--- src/rtl/reg_writeback.sv ---
// Register-file write port: merges 1-cycle ALU results with queued load results,
// preserving architectural order and reporting outstanding writes to decode.
module reg_writeback #(
    parameter int DWIDTH = 32,
    parameter int DEPTH  = 4
) (
    input  logic              i_clock,
    input  logic              i_nreset,
    input  logic              i_alu_valid,
    input  logic [4:0]        i_alu_rd,
    input  logic [DWIDTH-1:0] i_alu_data,
    input  logic              i_ld_valid,
    output logic              o_ld_ready,
    input  logic [4:0]        i_ld_rd,
    input  logic [DWIDTH-1:0] i_ld_data,
    input  logic [4:0]        i_qr1,
    input  logic [4:0]        i_qr2,
    output logic              o_pend1,
    output logic              o_pend2,
    output logic              o_regw,
    output logic [4:0]        o_waddr,
    output logic [DWIDTH-1:0] o_wdata
);
    localparam int PW = (DEPTH > 1) ? $clog2(DEPTH) : 1;
    localparam int CW = $clog2(DEPTH + 1);

    logic [PW-1:0]     r_wr_ptr;
    logic [PW-1:0]     r_rd_ptr;
    logic [CW-1:0]     r_count;
    logic [4:0]        r_rd   [DEPTH];
    logic [DWIDTH-1:0] r_data [DEPTH];
    logic [DEPTH-1:0]  r_kill;

    logic              r_regw;
    logic [4:0]        r_waddr;
    logic [DWIDTH-1:0] r_wdata;

    logic              w_alu_wr;
    logic              w_ld_ready;
    logic              w_push;
    logic              w_empty;
    logic              w_pop;
    logic              w_head_kill;
    logic [DEPTH-1:0]  w_live;
    logic [DEPTH-1:0]  w_hit1;
    logic [DEPTH-1:0]  w_hit2;

    assign w_alu_wr    = i_alu_valid && (i_alu_rd != 5'd0);
    assign w_ld_ready  = (r_count != CW'(DEPTH));
    assign w_push      = i_ld_valid && w_ld_ready && (i_ld_rd != 5'd0);
    assign w_empty     = (r_count == '0);
    // An accepted ALU result owns the write port; the FIFO only drains on ALU-idle cycles.
    assign w_pop       = !w_alu_wr && !w_empty;
    assign w_head_kill = r_kill[r_rd_ptr];

    genvar gi;
    generate
        for (gi = 0; gi < DEPTH; gi++) begin : g_ent
            logic [PW-1:0] w_off;
            // Slot distance from head, modulo DEPTH, tells whether the slot is occupied.
            assign w_off      = PW'(gi) - r_rd_ptr;
            assign w_live[gi] = (CW'(w_off) < r_count) && !r_kill[gi];
            assign w_hit1[gi] = w_live[gi] && (r_rd[gi] == i_qr1);
            assign w_hit2[gi] = w_live[gi] && (r_rd[gi] == i_qr2);
        end
    endgenerate

    always_ff @(posedge i_clock or negedge i_nreset) begin
        if (!i_nreset) begin
            r_wr_ptr <= '0;
            r_rd_ptr <= '0;
            r_count  <= '0;
        end else begin
            if (w_push) begin
                r_wr_ptr <= r_wr_ptr + 1'b1;
            end
            if (w_pop) begin
                r_rd_ptr <= r_rd_ptr + 1'b1;
            end
            case ({w_push, w_pop})
                2'b10:   r_count <= r_count + 1'b1;
                2'b01:   r_count <= r_count - 1'b1;
                default: r_count <= r_count;
            endcase
        end
    end

    // A same-edge ALU write to the same rd is younger, so a newly pushed entry can be born killed.
    always_ff @(posedge i_clock or negedge i_nreset) begin
        if (!i_nreset) begin
            r_kill <= '0;
            for (int i = 0; i < DEPTH; i++) begin
                r_rd[i]   <= '0;
                r_data[i] <= '0;
            end
        end else begin
            for (int i = 0; i < DEPTH; i++) begin
                if (w_push && (r_wr_ptr == PW'(i))) begin
                    r_rd[i]   <= i_ld_rd;
                    r_data[i] <= i_ld_data;
                    r_kill[i] <= w_alu_wr && (i_ld_rd == i_alu_rd);
                end else if (w_alu_wr && (r_rd[i] == i_alu_rd)) begin
                    r_kill[i] <= 1'b1;
                end
            end
        end
    end

    always_ff @(posedge i_clock or negedge i_nreset) begin
        if (!i_nreset) begin
            r_regw  <= 1'b0;
            r_waddr <= '0;
            r_wdata <= '0;
        end else if (w_alu_wr) begin
            r_regw  <= 1'b1;
            r_waddr <= i_alu_rd;
            r_wdata <= i_alu_data;
        end else if (!w_empty) begin
            r_regw <= !w_head_kill;
            if (!w_head_kill) begin
                r_waddr <= r_rd[r_rd_ptr];
                r_wdata <= r_data[r_rd_ptr];
            end
        end else begin
            r_regw <= 1'b0;
        end
    end

    assign o_ld_ready = w_ld_ready;
    assign o_regw     = r_regw;
    assign o_waddr    = r_waddr;
    assign o_wdata    = r_wdata;
    assign o_pend1    = (i_qr1 != 5'd0) && ((r_regw && (r_waddr == i_qr1)) || (|w_hit1));
    assign o_pend2    = (i_qr2 != 5'd0) && ((r_regw && (r_waddr == i_qr2)) || (|w_hit2));

endmodule

--- config.mk ---
export PLATFORM = sky130hd
export DESIGN_NAME = reg_writeback
export DESIGN_NICKNAME = d
export VERILOG_FILES = /design/src/rtl/reg_writeback.sv
export SDC_FILE = /design/constraint.sdc
export NUM_CORES = 1
export LEC_CHECK = 0
export ABC_AREA = 1
export BUFFER_PORTS_ARGS = -buffer_cell sky130_fd_sc_hd__clkbuf_2
export CAP_MARGIN = 20
export CORE_MARGIN = 5
export CORE_UTILIZATION = 55
export CTS_BUF_LIST = sky130_fd_sc_hd__clkbuf_8
export CTS_CLUSTER_DIAMETER = 30
export DETAILED_ROUTE_END_ITERATION = 10
export PLACE_DENSITY = 0.76
export SYNTH_ARGS = -nofsm -noshare
export SYNTH_HDL_FRONTEND = slang
export SYNTH_SLANG_ARGS = --single-unit
--- constraint.sdc ---
create_clock -name i_clock -period 3.3 [get_ports i_clock]
set_clock_uncertainty 0.2 [all_clocks]
set_input_delay 0.33 -clock i_clock [delete_from_list [all_inputs] [get_ports i_clock]]
set_output_delay 0.33 -clock i_clock [all_outputs]
set_load 0.01 [all_outputs]
==> results_dict.tcl <==
set metrics [dict create \
    power_density_nw_per_um2 886 \
    post-cts-setup-buffers 0 \
    endpoint_kind "output port" \
    outcome "complete, no violations" \
    clkLatencyLatePin_ns 0.48 \
    routed_wl_um 30500 \
    port_buffers 128 \
    start_util_pct 55.6 \
    maxCapViolCount 0 \
    fmax_mhz 338 \
    seq_area_frac_synth_pct 47.6 \
    antenna_cells 0 \
    worstMarginPinSlew_ns 0.965 \
    drive_above_1_share_pct 12.2 \
    nets 1703 \
    rsz0062_at_grt "no" \
    slew_violations 0 \
    synth_mux_area_share_pct 0 \
    syn-cell-area_um2 10400 \
    fillerInstances 1640 \
    ys_types 30 \
    hpwl_um 18600 \
    leakagePower_nw 6.65 \
    crit_path_start_kind "register" \
    die_h_um 147 \
    h-tree-depth 4 \
    synth_top_family_by_area "simple AND/OR/NAND/NOR gates" \
    gp_congestion 0.938 \
    synth_xor_area_share_pct 3.04 \
    antenna_found_initial 0 \
    fin_crit_ns 2.96 \
    r2r-start "r_count[1]$_DFFE_PN0P_" \
    synthCells 1446 \
    grt_max_degree 84 \
    cp.arrival_ns 2.43 \
    wire_per_inst_um 16.5 \
    detail_route.first_pass.iterations 6 \
    min_period_over_period_pct 89.6 \
    dieArea_um2 21700 \
    grt_pass1_wl_um 49200 \
    detail-route-antenna-nets 0 \
    clock-root-buffer "clkbuf_8" \
    clockBufferDepth 2 \
    cts_buffers 17 \
    cts_tree "yes" \
    hold_violations 0 \
    syn_area_per_cell_um2 7.17 \
    drcViolationCount 0 \
    min_path_type "in2reg" \
    layout_commonest_cell "nand2_1" \
    grtUsageTotal_pct 28.3 \
    core-area_um2 18600 \
    synth-compound-area-share_pct 2.43 \
    synth_seq_cells 197 \
    reg2reg_depth 10 \
    maxSlewHeadroom_pct 35.6 \
    drt_iter0_markers 944 \
    synth_nets 1544 \
    synthAdderAreaFrac_pct 1.28 \
    critical_path_class "reg2out" \
    rows 50 \
    die_w_um 147 \
    clkSlewWorstSetupHoldPaths_ns 0.10 \
    holdPathStages 3 \
    ff2ff_setup_slack_ns 0.74 \
    mostFrequentLayoutCells "nand2_1, dfrtp_1, clkbuf_2, dlygate4sd3_1, inv_1" \
    area_growth_pct 16.9 \
    irDropWorstVdd_mv 0.426 \
    grt_overflow 0 \
    via_per_inst 5.44 \
    synth_warnings 0 \
    dp.cells 1750 \
    ioPinCount 129 \
    final-setup-viol-count 0 \
    fin_cells 1852 \
    num_vias 10100 \
    hold_start "i_alu_rd[2]" \
    clkSinkCount 197 \
    cp_data_required_time_ns 2.77 \
    timing.rr.end "r_count[2]$_DFFE_PN0P_" \
    synth-simple-area-share_pct 39.3 \
    path_max_fanout 6 \
    hold_end "o_waddr[2]$_DFFE_PN0P_" \
    first_global_vias 9704 \
    setup_tns_ns 0 \
]
## worst max-delay path, stage by stage, from the launching register on
cell and delay [ns]:
dfrtp_1 0.47, nor2_2 0.15, inv_1 0.05, nand2_1 0.07
inv_1 0.06, ha_1 0.27, inv_1 0.05, nor2_1 0.03
nand2_1 0.06, nand2_1 0.04, nor2_1 0.20, nand3_1 0.11
nand2_1 0.07, nor2_1 0.05, nor2_1 0.12, clkbuf_2 0.15
## logic make-up after synthesis
kind of cell	Yosys count
AOI/OAI and AO/OA	48
xor gates and xnor gates	36
adders and majority gates	10
buffers and inverters	142
DFF	197
and+or+nand+nor	1013
## worst max-delay path by stage
stage	startpoint	endpoint	depth (start not counted)
final	r_rd_ptr[0]$_DFFE_PN0P_	o_pend1	15
after floorplan	r_rd_ptr[0]$_DFFE_PN0P_	o_pend1	16
after global placement	i_ld_rd[2]	r_count[2]$_DFFE_PN0P_	10
after CTS	r_rd_ptr[0]$_DFFE_PN0P_	o_pend1	15
after global routing	r_rd_ptr[0]$_DFFE_PN0P_	o_pend1	15
after detailed placement	i_ld_rd[2]	r_count[2]$_DFFE_PN0P_	10
## area by class of cell
class | instances | area [µm²] | area share (%)
Sequential cell | 197 | 4930 | 40.7
Multi-Input combinational cell | 1107 | 4790 | 39.5
Timing Repair Buffer | 216 | 1490 | 12.3
Tap cell | 234 | 293 | 2.42
Clock buffer | 18 | 248 | 2.04
Inverter | 66 | 248 | 2.04
Clock inverter | 14 | 128 | 1.05
## Yosys cell counts
| library cell | n | share of area, % |
|---|---|---|
| a21oi_1 | 4 | 0.19 |
| and2_1 | 1 | 0.060 |
| buf_1 | 1 | 0.036 |
| buf_2 | 34 | 1.6 |
| buf_4 | 16 | 1.2 |
| buf_6 | 3 | 0.33 |
| clkbuf_1 | 22 | 0.80 |
| dfrtp_1 | 197 | 48 |
| fa_1 | 1 | 0.19 |
| ha_1 | 9 | 1.1 |
| inv_1 | 60 | 2.2 |
| inv_2 | 6 | 0.22 |
| nand2_1 | 852 | 31 |
| nand2_2 | 3 | 0.18 |
| nand2_4 | 1 | 0.11 |
| nand3_1 | 54 | 2.6 |
| nand3_2 | 1 | 0.097 |
| nand3_4 | 4 | 0.68 |
| nand4_1 | 44 | 2.7 |
| nand4_2 | 1 | 0.12 |
| nor2_1 | 46 | 1.7 |
| nor2_2 | 1 | 0.060 |
| nor3_1 | 4 | 0.19 |
| nor4_1 | 1 | 0.060 |
| o2111ai_1 | 1 | 0.085 |
| o21ai_0 | 26 | 1.3 |
| o21ai_1 | 11 | 0.53 |
| o22ai_1 | 6 | 0.36 |
| xnor2_1 | 17 | 1.4 |
| xor2_1 | 19 | 1.6 |
## per-stage QoR
step,power (W),hold WS (ns),area [µm²],util (%),setup slack [ns]
6_report,0.0107,0.0554,12100,65.0,0.344
5_1_grt,0.0116,0.0743,12100,65.0,0.0840
2_1_floorplan,0.00756,-0.166,10400,-,0.786
3_3_place_gp,0.00892,0.217,11000,59.2,0.697
3_5_place_dp,0.00908,0.216,11000,59.2,0.658
4_1_cts,0.0107,0.0239,12100,65.0,0.337
## report_power, final
part	internal, W	leakage, nW	switching, W	total, W
logic	0.00166	4.00	0.00318	0.00484
registers	0.00353	2.46	0.000849	0.00438
clock network	0.000627	0.192	0.000895	0.00152
## per-layer routing
| layer | track usage, % | vias up | wire [µm] |
|---|---|---|---|
| met5 | 0 | - | 0 |
| met4 | 10.8 | 0 | 737 |
| met3 | 4.66 | 76 | 2570 |
| met2 | 47.1 | 488 | 14500 |
| met1 | 37.5 | 4742 | 12600 |
| li1 | - | 4767 | - |
## state kept, by name, indices dropped and copies added (netlist names)
name      flops
r_kill        4
r_rd_ptr      2
r_rd         20
o_waddr       5
r_wr_ptr      2
o_wdata      32
r_count       3
r_data      128
o_regw        1
## repair_timing
action,4_1_cts,5_1_grt
hold buffers,70,0
endpoints found under the hold margin,258,0
resized for setup,0,0
Power figures use the tool's default switching activity.
